$ cat config.mk
export PLATFORM = sky130hd
export DESIGN_NAME = iobus_arbiter
export DESIGN_NICKNAME = d
export VERILOG_FILES = /design/src/rtl/iobus_pkg.sv /design/src/rtl/iobus_arbiter.sv
export SDC_FILE = /design/constraint.sdc
export NUM_CORES = 1
export LEC_CHECK = 0
export CAP_MARGIN = 20
export CORE_AREA = 8 8 111 113
export CTS_BUF_LIST = sky130_fd_sc_hd__clkbuf_8
export DETAILED_ROUTE_END_ITERATION = 6
export DIE_AREA = 0 0 119 121
export MAX_ROUTING_LAYER = met4
export PLACE_DENSITY = 0.86
export SYNTH_ARGS = -nofsm -noshare
export SYNTH_HDL_FRONTEND = slang
export SYNTH_SLANG_ARGS = --single-unit
$ cat constraint.sdc
create_clock -name clk -period 2.5 [get_ports clk]
set_input_delay 0.75 -clock clk [delete_from_list [all_inputs] [get_ports clk]]
set_output_delay 0.75 -clock clk [all_outputs]
set_load 0.05 [all_outputs]
$ cat src/rtl/iobus_pkg.sv
// Shared types and constants for the iobus two-master arbiter slice.
package iobus_pkg;

  typedef enum logic [1:0] {
    IDLE = 2'd0,
    OWN0 = 2'd1,
    OWN1 = 2'd2
  } arb_state_t;

  typedef logic [1:0] bus_we_t;

  localparam bus_we_t WE_RD = 2'b00;
  localparam bus_we_t WE_B  = 2'b01;
  localparam bus_we_t WE_H  = 2'b10;
  localparam bus_we_t WE_W  = 2'b11;

  localparam logic [15:0] LED_BASE  = 16'hFFF0;
  localparam logic [15:0] UART_BASE = 16'hFFF1;

endpackage

$ cat src/rtl/iobus_arbiter.sv
// Round-robin arbiter sharing iobus between the CPU data port and the UART loader.
// Define IOBUS_ARB_LOCK_EN to honour mX_lock with a MAX_HOLD transfer limit.
module iobus_arbiter
  import iobus_pkg::*;
#(
  parameter int unsigned MAX_HOLD = 16
) (
  input  logic        clk,
  input  logic        reset,
  input  logic        m0_req,
  input  logic        m1_req,
  input  logic        m0_lock,
  input  logic        m1_lock,
  input  logic [1:0]  m0_we,
  input  logic [1:0]  m1_we,
  input  logic [31:0] m0_addr,
  input  logic [31:0] m1_addr,
  input  logic [31:0] m0_wd,
  input  logic [31:0] m1_wd,
  output logic        m0_gnt,
  output logic        m1_gnt,
  output logic        m0_rvalid,
  output logic        m1_rvalid,
  output logic [31:0] m0_rdata,
  output logic [31:0] m1_rdata,
  output logic [1:0]  bus_we,
  output logic [31:0] bus_addr,
  output logic [31:0] bus_wd,
  input  logic [31:0] bus_rdata
);

  arb_state_t  state_q, state_d;
  logic        last_q, last_d;
  logic [31:0] rdata_q, rdata_d;
  logic        rvalid_q, rvalid_d;
  logic        rsel_q, rsel_d;
  logic        keep0, keep1;

`ifdef IOBUS_ARB_LOCK_EN
  localparam logic [7:0] HOLD_LIM = 8'(MAX_HOLD - 1);
  logic [7:0] hold_cnt_q, hold_cnt_d;

  assign keep0 = m0_lock && (hold_cnt_q < HOLD_LIM);
  assign keep1 = m1_lock && (hold_cnt_q < HOLD_LIM);
`else
  logic unused_lock;

  assign keep0       = 1'b0;
  assign keep1       = 1'b0;
  assign unused_lock = m0_lock ^ m1_lock ^ (MAX_HOLD == 0);
`endif

  // Grant and bus mux only look at the current owner's inputs.
  always_comb begin
    m0_gnt   = (state_q == OWN0) && m0_req;
    m1_gnt   = (state_q == OWN1) && m1_req;
    bus_we   = WE_RD;
    bus_addr = '0;
    bus_wd   = '0;
    if (m0_gnt) begin
      bus_we   = m0_we;
      bus_addr = m0_addr;
      bus_wd   = m0_wd;
    end else if (m1_gnt) begin
      bus_we   = m1_we;
      bus_addr = m1_addr;
      bus_wd   = m1_wd;
    end
  end

  always_comb begin
    state_d = state_q;
    last_d  = last_q;
    case (state_q)
      IDLE: begin
        if (m0_req && m1_req) state_d = last_q ? OWN0 : OWN1;
        else if (m0_req)      state_d = OWN0;
        else if (m1_req)      state_d = OWN1;
      end
      OWN0: begin
        if (!m0_req) begin
          state_d = m1_req ? OWN1 : IDLE;
        end else begin
          last_d = 1'b0;
          if (!keep0 && m1_req) state_d = OWN1;
        end
      end
      OWN1: begin
        if (!m1_req) begin
          state_d = m0_req ? OWN0 : IDLE;
        end else begin
          last_d = 1'b1;
          if (!keep1 && m0_req) state_d = OWN0;
        end
      end
      default: state_d = IDLE;
    endcase

    rvalid_d = (m0_gnt || m1_gnt) && (bus_we == WE_RD);
    rdata_d  = rvalid_d ? bus_rdata : rdata_q;
    rsel_d   = rvalid_d ? m1_gnt : rsel_q;
  end

`ifdef IOBUS_ARB_LOCK_EN
  // Ownership change or IDLE clears the count; a locked stay extends it.
  always_comb begin
    if ((state_d != state_q) || (state_q == IDLE))
      hold_cnt_d = '0;
    else if ((m0_gnt && keep0) || (m1_gnt && keep1))
      hold_cnt_d = hold_cnt_q + 8'd1;
    else
      hold_cnt_d = hold_cnt_q;
  end

  always_ff @(posedge clk or negedge reset) begin
    if (!reset) hold_cnt_q <= '0;
    else        hold_cnt_q <= hold_cnt_d;
  end
`endif

  always_ff @(posedge clk or negedge reset) begin
    if (!reset) begin
      state_q  <= IDLE;
      last_q   <= 1'b1;
      rdata_q  <= '0;
      rvalid_q <= 1'b0;
      rsel_q   <= 1'b0;
    end else begin
      state_q  <= state_d;
      last_q   <= last_d;
      rdata_q  <= rdata_d;
      rvalid_q <= rvalid_d;
      rsel_q   <= rsel_d;
    end
  end

  assign m0_rvalid = rvalid_q && !rsel_q;
  assign m1_rvalid = rvalid_q && rsel_q;
  assign m0_rdata  = rdata_q;
  assign m1_rdata  = rdata_q;

endmodule
**Yosys cells after proc, flatten, opt, wreduce, memory -nomap -nowiden**

Cells that the tools add are included.

- Register bits after elaboration: 37

- Reduce and logical (&&, ||, !) cells: 12
- Equality and inequality tests: 5
- Mux-type cells: 19

Operator list:

| operator | count |
|---|---|
| 32-bit 2-to-1 mux | 4 |
| 2-bit 2-to-1 mux | 10 |
| 1-bit logical AND | 6 |
| 2-bit one-hot mux with 3 select lines | 1 |
| 2-bit logical NOT | 2 |
| 2-bit != test, second input constant | 2 |
| 1-bit 2-to-1 mux | 3 |
| 3-bit != test, second input constant | 1 |
| 3-bit AND reduction | 1 |
| 2-bit by 1-bit == test with 1-bit output, second input constant | 1 |
| 2-bit == test, second input constant | 1 |
| 1-bit one-hot mux with 2 select lines | 1 |
| 2-bit nonzero test | 1 |
| 1-bit logical NOT | 1 |
| 1-bit logical OR | 1 |

**Depth between registers and ports, before layout**

Gate-level depths: netlist of the first run.

- Depth after elaboration: 6
- Depth in mapped cells: 5

**Worst setup path before layout of the first run**

Ideal clock, no wire load.

- Kind: in2out
- From: input port m0_req
- To: output port bus_wd[25]
- Cell stages on the path: 4
- Buffers on the path: 2
- Arrival: 2.227 ns
- Path slack: -0.477 ns
- Cell sequence: and3b_1 > buf_6 > clkbuf_1 > a22o_1

- Longest elaborated chain between the ends: 2

RTL lines:

| item | RTL line | text |
|---|---|---|
| from (decl) | iobus_arbiter.sv:10 | `input logic m0_req,` |
| 1-bit logical AND | iobus_arbiter.sv:55 | `m0_gnt = (state_q == OWN0) && m0_req;` |
| via m0_gnt | iobus_arbiter.sv:20 | `output logic m0_gnt,` |
| 32-bit 2-to-1 mux | iobus_arbiter.sv:60 | `if (m0_gnt) begin` |
| to (decl) | iobus_arbiter.sv:28 | `output logic [31:0] bus_wd,` |

The timed path passes the listed nets, and every way through them passes these cells.

**Worst setup path in the final report of the first run**

- From: input port m0_req
- To: output port bus_addr[25]

- Longest elaborated chain between the ends: 2

RTL lines:

| item | RTL line | text |
|---|---|---|
| 1-bit logical AND | iobus_arbiter.sv:55 |  |
| 32-bit 2-to-1 mux | iobus_arbiter.sv:60 |  |
| to (decl) | iobus_arbiter.sv:27 | `output logic [31:0] bus_addr,` |

Every way passes these cells.

==> results.cfg, run 1 <==
[drt]
wl_per_cell_um = 25.7
ant_nets = 0
post_detailed_route_drc_marker_count = 0
first_pass_iters = 4
dr_total_vias = 3074
number_of_violations_reported_at_the_end_of_detailed_routing_iteration_0 = 118
detail_route.vias_per_cell = 4.76
wl_mm = 16.6

[yosys]
postSynth.asyncResetShare = 1.00
primary_ff_master_synth = sky130_fd_sc_hd__dfrtp_1
synthesis.yosys.warnings = 0
synth_fp_nets = 374
synth_cell_type_count = 19
syn-mean-instance-area_um2 = 12.1
yosys_register_bits = 37
synth_enable_flop_cells = 0
yosysTopAreaCell = sky130_fd_sc_hd__dfrtp_1
synth.top_cells.by_area = sky130_fd_sc_hd__dfrtp_1 36%, sky130_fd_sc_hd__a22o_1 24%, sky130_fd_sc_hd__mux2_4 18%, sky130_fd_sc_hd__buf_4 9.7%, sky130_fd_sc_hd__buf_12 2.4%
synth_common_cells = 67 x sky130_fd_sc_hd__a22o_1, 36 x sky130_fd_sc_hd__dfrtp_1, 32 x sky130_fd_sc_hd__buf_4, 29 x sky130_fd_sc_hd__mux2_4, 10 x sky130_fd_sc_hd__clkbuf_1
synth_sequential_area_ratio = 0.375
synth_top_area_share = 0.364
most_common_cell_in_the_netlist = sky130_fd_sc_hd__a22o_1
synth.cell_area_um2 = 2470
synthesis.instances = 204

[sta]
timing.final.hold_violations = 0
final-setup-viol-count = 65
finalCritPeriodShare = 1.04
worst_slack_ns = -0.110
slew_headroom = 0.457
grt_setup_unrepaired = yes
worstMarginPinSlew_ns = 0.814
clock_tree_skew_after_final_layout_ns = 0.00261
final_period_minus_worst_setup_slack_ns = 2.61
timing.fmax_mhz = 383
slew_viol_final = 0

[power]
internal_power_w = 0.00370
power.ir.vdd_worst_mv = 0.860
static-leakage-power_nw = 3.31
total_switching_power_w = 0.00375
combinationalPowerShare = 0.774
powerDensity_nw_per_um2 = 1000
power.switching_fraction = 0.503
power_frac_clock = 0.072
power.share.sequential = 0.153

[critical_path]
r2r-end = m0_rdata[4]$_DFFE_PN0P_
timing.critical_path.mode_cell = sky130_fd_sc_hd__buf_12
critical_path.endpoint = bus_addr[25]
critical_path_arrival_ns = 1.86
path_max_fanout = 7
r2r_setup_slack_ns = 0.35
crit_path_cell_trace = buf_6 -> and3b_4 -> buf_12 -> buf_8 -> buf_16 -> a22o_4 -> buf_12
rr_startpoint = state_q[1]$_DFFE_PN0P_
timing.critical_path.to_type = primary output
timing.critical_path.slowest_cell_delay_ns = 0.26
crit_path_start_kind = input port
worst-path-buf-inv = 5
critPathLaunch = m0_req
critPathKind = input port to primary output
cp.depth = 7
slowest_stage_cell_on_the_critical_path = sky130_fd_sc_hd__a22o_4
cp_data_required_time_ns = 1.75
worst-r2r-cell-count = 8
path_delay_family = buffers and inverters

[clock_tree]
cts.clk_slew.worst_paths_ns = 0.07
cts_tree = done
cts_root_buffer = sky130_fd_sc_hd__clkbuf_8
clkLatencyLatePin_ns = 0.28
cts_htree_levels = 2
cts_made_buffers = 5
longest_clk_path_bufs = 2
cts.sink_count = 37

[global_routing]
globalRouteOverflowTotal = 0
grt_max_degree = 38
global_route_wire_length_before_repair_mm = 23.7
first_global_vias = 3717
antenna_violations_before_repair = 3
grtUsageTotal = 0.223

[place]
hpwlAfterDp_mm = 11.7
numPortBuffers = 301
dp_cells = 606
placedInstanceArea_um2 = 6210
gpl.final_weighted_congestion = 0.857

[finish]
filler_cell_count = 654
final_nets = 671
final_design_area_no_fill_um2 = 7450
flow.area_growth_from_synthesis_pct = 201
final_layout_size_suffix_gt1_frac = 0.438
layout.cells.non_filler = 646

[floorplan]
die_w_um = 119
die_h_um = 121
initial_utilization = 0.233
floorplan.rows = 38
pin_count = 304
fp.dieArea_um2 = 14400
area_inside_the_core_boundary_um2 = 10600

[job]
drv.max_cap_violation_count = 0

[run_status]
violations = setup timing
run_status = complete, but fails checks

[hold_path]
worstHoldPathType = flip-flop to flip-flop
==> stage by stage <==
step           total power (W)  setup WS (ns)  utilization  hold slack [ns]  TNS (ns)
2_1_floorplan          0.00458         0.0151            -            0.454         0
3_3_place_gp           0.00635         -0.390        0.585            0.512    -30.68
3_5_place_dp           0.00644         -0.416        0.585            0.510    -32.97
4_1_cts                0.00745         -0.131        0.694            0.518     -5.27
5_1_grt                0.00769         -0.125        0.702            0.540     -5.73
6_report               0.00745         -0.110        0.702            0.524     -4.85
==> metal layers <==
metal / track usage / share of wire / vias up
met1: 0.219 / 0.33 / 1499
met3: 0.0679 / 0.075 / 37
met5: - / 0 / -
li1: - / - / 1353
met4: 0.0949 / 0.035 / 0
met2: 0.402 / 0.56 / 185
==> how the worst min path moves through the flow <==
stage | end | from | cells after the start
after floorplan | m0_rdata[0]$_DFFE_PN0P_ | reset | 0
after global routing | last_q$_DFFE_PN1P_ | last_q$_DFFE_PN1P_ | 2
after CTS | last_q$_DFFE_PN1P_ | last_q$_DFFE_PN1P_ | 2
final | last_q$_DFFE_PN1P_ | last_q$_DFFE_PN1P_ | 2
after detailed placement | last_q$_DFFE_PN1P_ | last_q$_DFFE_PN1P_ | 2
after global placement | m0_rdata[1]$_DFFE_PN0P_ | m0_rdata[1]$_DFFE_PN0P_ | 1
==> power groups by stage <==
stage	sequential (W)	combinational [W]	clock [W]
2_1_floorplan	0.00202	0.00256	0
6_report	0.00114	0.00577	0.000538
5_1_grt	0.00118	0.00592	0.000586
4_1_cts	0.00115	0.00574	0.000555
3_3_place_gp	0.00112	0.00523	0
3_5_place_dp	0.00116	0.00528	0
==> placed cells by master (no fill, tap or decap), drive strengths merged <==
cell type and count:
buf 109, clkbuf 8, o22ai 2, a22o 67, bufinv 1, nor2 5
clkdlybuf4s50 230, nand2 1, diode 4, dfstp 1, nor2b 1, and2 3
and2b 1, mux2 32, a22oi 1, inv 1, clkinvlp 1, and3b 2
dfrtp 36
==> state kept, by name, summed over array words and instances, names as in the netlist <==
signal and flops:
last_q 1, rvalid_q 1, rsel_q 1, state_q 2, m0_rdata 32
==> what timing repair did <==
action | 4_1_cts | 5_1_grt
buffers inserted | 15 | 0
resized for setup | 93 | 12
setup endpoints to repair | 68 | 66
gates cloned | 14 | 2
hold buffers | 0 | 0
pin swaps | 42 | 11
==> logic make-up (layout without fill, tap and decap cells) <==
kind of cell / Yosys count / count (layout) / synth area share
buffers and inverters: 52 / 350 / 0.155
AO/OA/AOI/OAI: 70 / 70 / 0.251
AND/OR/NAND/NOR: 13 / 13 / 0.0293
other: 0 / 4 / 0
flip-flops: 37 / 37 / 0.375
multiplexers: 32 / 32 / 0.190
==> area by class of cell <==
| type | instances | area (µm²) | share of cell area |
|---|---|---|---|
| Timing Repair Buffer | 341 | 4470 | 0.601 |
| Clock inverter | 2 | 37.5 | 0.00504 |
| Antenna cell | 4 | 10.0 | 0.00134 |
| Tap cell | 140 | 175 | 0.0235 |
| Sequential cell | 37 | 927 | 0.125 |
| Multi-Input combinational cell | 115 | 1740 | 0.233 |
| Inverter | 1 | 3.75 | 0.000504 |
| Clock buffer | 6 | 82.6 | 0.0111 |
==> worst min-delay path, delay by kind of cell, from the launching register on <==
kind | cells | cell delay, ns
AND/OR/NAND/NOR | 2 | 0.15
flip-flops | 1 | 0.38
Power figures use the tool's default switching activity.
==> run 2: changes to the inputs <==
ABC_AREA = 1   (was unset)
CTS_CLUSTER_SIZE = 12   (was unset)
==> run 2 against run 1 <==
The flow still finishes with violations (setup timing). Via count increased by 9.9%. Register-to-register slack improved by 0.39 ns. Total power is 20% higher.
==> results.cfg, run 2 <==
[run_status]
run_status = complete, but fails checks
violations = setup timing

[hold_path]
worstHoldPathCells = 2
hold_start = last_q$_DFFE_PN1P_
min_delay_worst_endpoint = last_q$_DFFE_PN1P_
worstHoldPathType = flip-flop to flip-flop

[place]
gpl.final_weighted_congestion = 0.813
dp_cells = 690
placedInstanceArea_um2 = 6290
hpwlAfterDp_mm = 12.7
numPortBuffers = 301

[critical_path]
worst-r2r-cell-count = 9
r2r_setup_slack_ns = 0.74
critical_path_arrival_ns = 1.77
timing.critical_path.to_type = primary output
cp_data_required_time_ns = 1.75
rr_startpoint = state_q[1]$_DFFE_PN0P_
crit_path_start_kind = input port
r2r-end = m0_rdata[1]$_DFFE_PN0P_
path_max_fanout = 7
critPathKind = input port to primary output

[drt]
wl_per_cell_um = 22.3
detail_route.vias_per_cell = 4.72
post_detailed_route_drc_marker_count = 0
number_of_violations_reported_at_the_end_of_detailed_routing_iteration_0 = 145
wl_mm = 15.9
ant_nets = 0
dr_total_vias = 3377
first_pass_iters = 4

[yosys]
synth_common_cells = 73 x sky130_fd_sc_hd__nand2_1, 64 x sky130_fd_sc_hd__a22o_1, 37 x sky130_fd_sc_hd__buf_4, 36 x sky130_fd_sc_hd__dfrtp_1, 34 x sky130_fd_sc_hd__nand3_1
postSynth.asyncResetShare = 1.00
synth_cell_type_count = 19
primary_ff_master_synth = sky130_fd_sc_hd__dfrtp_1
synth_top_area_share = 0.368
synth_sequential_area_ratio = 0.379
most_common_cell_in_the_netlist = sky130_fd_sc_hd__nand2_1
synthesis.instances = 287
synth_enable_flop_cells = 0
synth.cell_area_um2 = 2450
yosysTopAreaCell = sky130_fd_sc_hd__dfrtp_1
yosys_register_bits = 37
synthesis.yosys.warnings = 0
synth_fp_nets = 457
syn-mean-instance-area_um2 = 8.53
synth.top_cells.by_area = sky130_fd_sc_hd__dfrtp_1 37%, sky130_fd_sc_hd__a22o_1 23%, sky130_fd_sc_hd__buf_4 11%, sky130_fd_sc_hd__nand2_1 11%, sky130_fd_sc_hd__nand3_1 6.9%

[sta]
grt_setup_unrepaired = yes
finalCritPeriodShare = 1.01
final_period_minus_worst_setup_slack_ns = 2.52
timing.final.hold_violations = 0
worst_slack_ns = -0.0197
clock_tree_skew_after_final_layout_ns = 0.0121
slew_viol_final = 0
worstMarginPinSlew_ns = 0.822
timing.fmax_mhz = 397
slew_headroom = 0.452
final-setup-viol-count = 14

[job]
drv.max_cap_violation_count = 0

[power]
static-leakage-power_nw = 3.10
powerDensity_nw_per_um2 = 1290
power.ir.vdd_worst_mv = 0.816
p_total_w = 0.00890

[floorplan]
area_inside_the_core_boundary_um2 = 10600
initial_utilization = 0.231
die_h_um = 121
pin_count = 304
die_w_um = 119
floorplan.rows = 38
fp.dieArea_um2 = 14400

[clock_tree]
cts.clk_slew.worst_paths_ns = 0.08
post_cts_hold_buffer_count = 0
cts_tree = done
cts.sink_count = 37
longest_clk_path_bufs = 2
clkLatencyLatePin_ns = 0.29
cts_htree_levels = 2
cts_root_buffer = sky130_fd_sc_hd__clkbuf_8
cts_made_buffers = 5

[finish]
final_design_area_no_fill_um2 = 6920
layout.cells.non_filler = 715
final_core_utilization = 0.653
mostFrequentLayoutCell = sky130_fd_sc_hd__clkdlybuf4s50_1
flow.area_growth_from_synthesis_pct = 183
filler_cell_count = 738
final_nets = 742
largest_register_ffs = 32
final_layout_size_suffix_gt1_frac = 0.326
most-common-layout-cells = 230 x sky130_fd_sc_hd__clkdlybuf4s50_1, 73 x sky130_fd_sc_hd__buf_12, 71 x sky130_fd_sc_hd__nand2_1, 48 x sky130_fd_sc_hd__a22o_4, 35 x sky130_fd_sc_hd__dfrtp_1

[global_routing]
antenna_violations_before_repair = 2
grt_max_degree = 38
grtUsageTotal = 0.216
global_route_wire_length_before_repair_mm = 23.5
globalRouteOverflowTotal = 0
first_global_vias = 3832
[run 2: cell count changes after synthesis, moves of 5 or more]
cell	change
sky130_fd_sc_hd__nand2_1	+72
sky130_fd_sc_hd__nand3_1	+34
sky130_fd_sc_hd__mux2_4	-29
sky130_fd_sc_hd__buf_2	+11
sky130_fd_sc_hd__clkbuf_1	-9
sky130_fd_sc_hd__buf_4	+5
[run 2: cell families after synthesis]
group           Yosys count  synth area share
compound gates           70             0.242
simple gates            117             0.209
buf+inv                  63             0.170
flops                    37             0.379
[run 2: worst max-delay path: stages]
cell,delay [ns]
sky130_fd_sc_hd__buf_8,0.10
sky130_fd_sc_hd__nand3_4,0.06
sky130_fd_sc_hd__inv_4,0.05
sky130_fd_sc_hd__buf_6,0.13
sky130_fd_sc_hd__buf_12,0.13
sky130_fd_sc_hd__buf_12,0.14
sky130_fd_sc_hd__a22o_1,0.26
sky130_fd_sc_hd__buf_12,0.15
[run 2: what timing repair did]
item	CTS	global route
setup buffers	9	4
cloned	4	0
endpoints found under the hold margin	0	0
setup endpoints to repair	68	65
pin swaps	8	5
gates resized for setup	55	8
[run 2: worst max path at each step]
stage	to	slack (ns)	from	cells past startpoint
global placement	bus_wd[29]	-0.31	m0_req	6
finish	bus_addr[1]	-0.02	m0_req	8
global route	bus_wd[23]	-0.04	m0_req	8
CTS	bus_wd[29]	-0.02	m0_req	8
detailed placement	bus_addr[2]	-0.35	m0_req	6
floorplan	bus_wd[22]	-0.05	m0_req	5
[run 2: routing by layer]
layer | track usage | routed length, µm | share of wire | vias up
li1 | - | - | - | 1555
met1 | 0.217 | 5520 | 0.35 | 1638
met2 | 0.410 | 9020 | 0.57 | 162
met3 | 0.0554 | 1040 | 0.065 | 22
met4 | 0.0530 | 349 | 0.022 | 0
met5 | - | 0 | 0 | -
[run 2: through the flow]
step | hold WS [ns] | TNS [ns] | worst slack, ns
CTS | 0.471 | -0.132 | -0.0242
floorplan | 0.444 | -1.98 | -0.0514
finish | 0.473 | -0.173 | -0.0197
global route | 0.485 | -0.499 | -0.0443
detailed placement | 0.459 | -18.69 | -0.349
global placement | 0.450 | -17.14 | -0.312
[run 2: cell type report]
class,count,area (µm²),share of cell area
antenna,2,5.00,0.000723
inverter,7,33.8,0.00488
clock inverter,3,42.5,0.00614
multi-input combinational,187,1570,0.226
sequential,37,928,0.134
timing repair buffer,334,4100,0.592
tap,140,175,0.0253
clock buffer,5,68.8,0.00994
[run 2: power by group]
group,internal (W),switching (W)
Combinational,0.00297,0.00428
Sequential,0.000895,0.000248
Clock,0.000296,0.000222
Total,0.00416,0.00475
==> run 3: changes to the inputs <==
ABC_AREA = unset   (was 1)
CORE_AREA = 8 8 113 115   (was 8 8 111 113)
DIE_AREA = 0 0 121 123   (was 0 0 119 121)
DONT_BUFFER_PORTS = 1   (was unset)
PLACE_DENSITY = 0.48   (was 0.86)
==> run 3 against run 2 <==
The flow now finishes without violations. Setup slack improved by 0.12 ns. Critical endpoint is now bus_addr[3]. Maximum frequency increased by 4.9%. Largest cell class is now multi-input gates. Highest routed layer unchanged. Design area decreased by 57%.
==> results.cfg, run 3 (same netlist as run 1, synthesis figures left out) <==
[run_status]
run_status = completed

[power]
total_switching_power_w = 0.00323
power.share.sequential = 0.584
power.switching_fraction = 0.626
power.ir.vdd_worst_mv = 0.546
static-leakage-power_nw = 1.36
power_frac_clock = 0.121
powerDensity_nw_per_um2 = 1750
internal_power_w = 0.00193
combinationalPowerShare = 0.295

[clock_tree]
cts.sink_count = 37
cts_made_buffers = 5
cts.clk_slew.worst_paths_ns = 0.08
longest_clk_path_bufs = 2
cts_tree = done
cts_root_buffer = sky130_fd_sc_hd__clkbuf_8
cts-resized-gates = 0
post_cts_hold_buffer_count = 0
cts_htree_levels = 2
clkLatencyLatePin_ns = 0.29
cts_setup_buffers = 0

[sta]
final_period_minus_worst_setup_slack_ns = 2.40
holdWs_ns = 0.147
grt_setup_unrepaired = no
finalCritPeriodShare = 0.960
totalNegativeSetupSlack_ns = 0
timing.final.hold_violations = 0
final-setup-viol-count = 0
slew_viol_final = 0
slew_headroom = 0.373
clock_tree_skew_after_final_layout_ns = 0.00576
worstMarginPinSlew_ns = 0.941
timing.fmax_mhz = 417
worst_slack_ns = 0.0991

[drt]
dr_total_vias = 1701
wl_mm = 8.50
detail_route.vias_per_cell = 5.15
number_of_violations_reported_at_the_end_of_detailed_routing_iteration_0 = 129
post_detailed_route_drc_marker_count = 0
ant_nets = 0
wl_per_cell_um = 25.8
first_pass_iters = 4

[critical_path]
critical_path_arrival_ns = 1.65
timing.critical_path.mode_cell = sky130_fd_sc_hd__buf_12
path_max_fanout = 53
timing.critical_path.slowest_cell_delay_ns = 0.42
worst-path-buf-inv = 2
path_delay_family = flip-flops
crit_path_cell_trace = and3b_2 -> buf_12 -> a22o_1 -> buf_12
cp_data_required_time_ns = 1.75
slowest_stage_cell_on_the_critical_path = sky130_fd_sc_hd__dfrtp_1
crit_path_start_kind = flip-flop
critPathKind = flip-flop to primary output
timing.critical_path.to_type = primary output

[finish]
mostFrequentLayoutCell = sky130_fd_sc_hd__a22o_2
final_layout_size_suffix_gt1_frac = 0.690
most-common-layout-cells = 55 x sky130_fd_sc_hd__a22o_2, 36 x sky130_fd_sc_hd__dfrtp_1, 29 x sky130_fd_sc_hd__mux2_4, 19 x sky130_fd_sc_hd__buf_12, 8 x sky130_fd_sc_hd__a22o_1
flow.area_growth_from_synthesis_pct = 19.2
insertedDiodeCount = 0
final_nets = 356
largest_register_ffs = 32

[global_routing]
globalRouteOverflowTotal = 0
global_route_wire_length_before_repair_mm = 11.6
grt_util_met2 = 0.147
first_global_vias = 1839
antenna_violations_before_repair = 0
met3_usage = 0.0279
grtUsageTotal = 0.102
busiest_layer = met2
global_route.usage.met1 = 0.137
grt_max_degree = 54

[floorplan]
pin_count = 304
die_w_um = 121
fp.dieArea_um2 = 14900
area_inside_the_core_boundary_um2 = 11100
initial_utilization = 0.223
die_h_um = 123
floorplan.rows = 39

[place]
gpl.final_weighted_congestion = 0.673
hpwlAfterDp_mm = 7.08
numPortBuffers = 0
dpl_worst_slack_ns = 0.123

[hold_path]
worstHoldPathType = input port to async pin

[job]
drv.max_cap_violation_count = 0
[run 3: area by class of cell]
class | instances | area, µm²
Clock inverter | 3 | 68.8
Fill cell | 1133 | 8130
Sequential cell | 37 | 927
Clock buffer | 5 | 68.8
Multi-Input combinational cell | 115 | 1270
Tap cell | 143 | 179
Inverter | 1 | 3.75
Timing Repair Buffer | 26 | 433
[run 3: metrics by stage]
step | std cells | util | total power (W) | area [µm²]
after floorplan | 204 | - | 0.00458 | 2580
after global placement | 322 | 0.253 | 0.00455 | 2800
after detailed placement | 322 | 0.253 | 0.00457 | 2800
after CTS | 330 | 0.265 | 0.00522 | 2940
after global routing | 330 | 0.266 | 0.00536 | 2950
final | 330 | 0.266 | 0.00516 | 2950
[run 3: power by group through the flow]
stage	clock network, W	logic [W]	registers, W
after floorplan	0	0.00256	0.00202
after global placement	0	0.00152	0.00303
after detailed placement	0	0.00153	0.00304
after CTS	0.000659	0.00153	0.00303
after global routing	0.000684	0.00160	0.00308
final	0.000626	0.00152	0.00301
[run 3: path summary, 6_finish.rpt]
kind,start,to,slack (ns),depth (start not counted)
hold / removal,reset,m0_rdata[20]$_DFFE_PN0P_,0.15,0
min in group clk,last_q$_DFFE_PN1P_,last_q$_DFFE_PN1P_,0.52,2
setup / recovery,state_q[1]$_DFFE_PN0P_,bus_addr[3],0.1,4
setup reg to reg,state_q[1]$_DFFE_PN0P_,m0_rdata[4]$_DFFE_PN0P_,0.66,5
hold reg to reg,last_q$_DFFE_PN1P_,last_q$_DFFE_PN1P_,0.52,2
max in group asynchronous,reset,last_q$_DFFE_PN1P_,2.15,0
[run 3: worst register-to-register path, delay by kind of cell (launching register included)]
kind | cells | cell delay, ns
buffers and inverters | 2 | 0.49
flip-flops | 1 | 0.42
multiplexers | 1 | 0.38
AND/OR/NAND/NOR | 1 | 0.25
AO/OA/AOI/OAI | 1 | 0.19
[run 3: routing by layer]
| metal | up-vias | share of wire |
|---|---|---|
| li1 | 703 | - |
| met1 | 859 | 0.42 |
| met2 | 134 | 0.50 |
| met3 | 5 | 0.076 |
| met4 | 0 | 0.0062 |
| met5 | - | 0 |
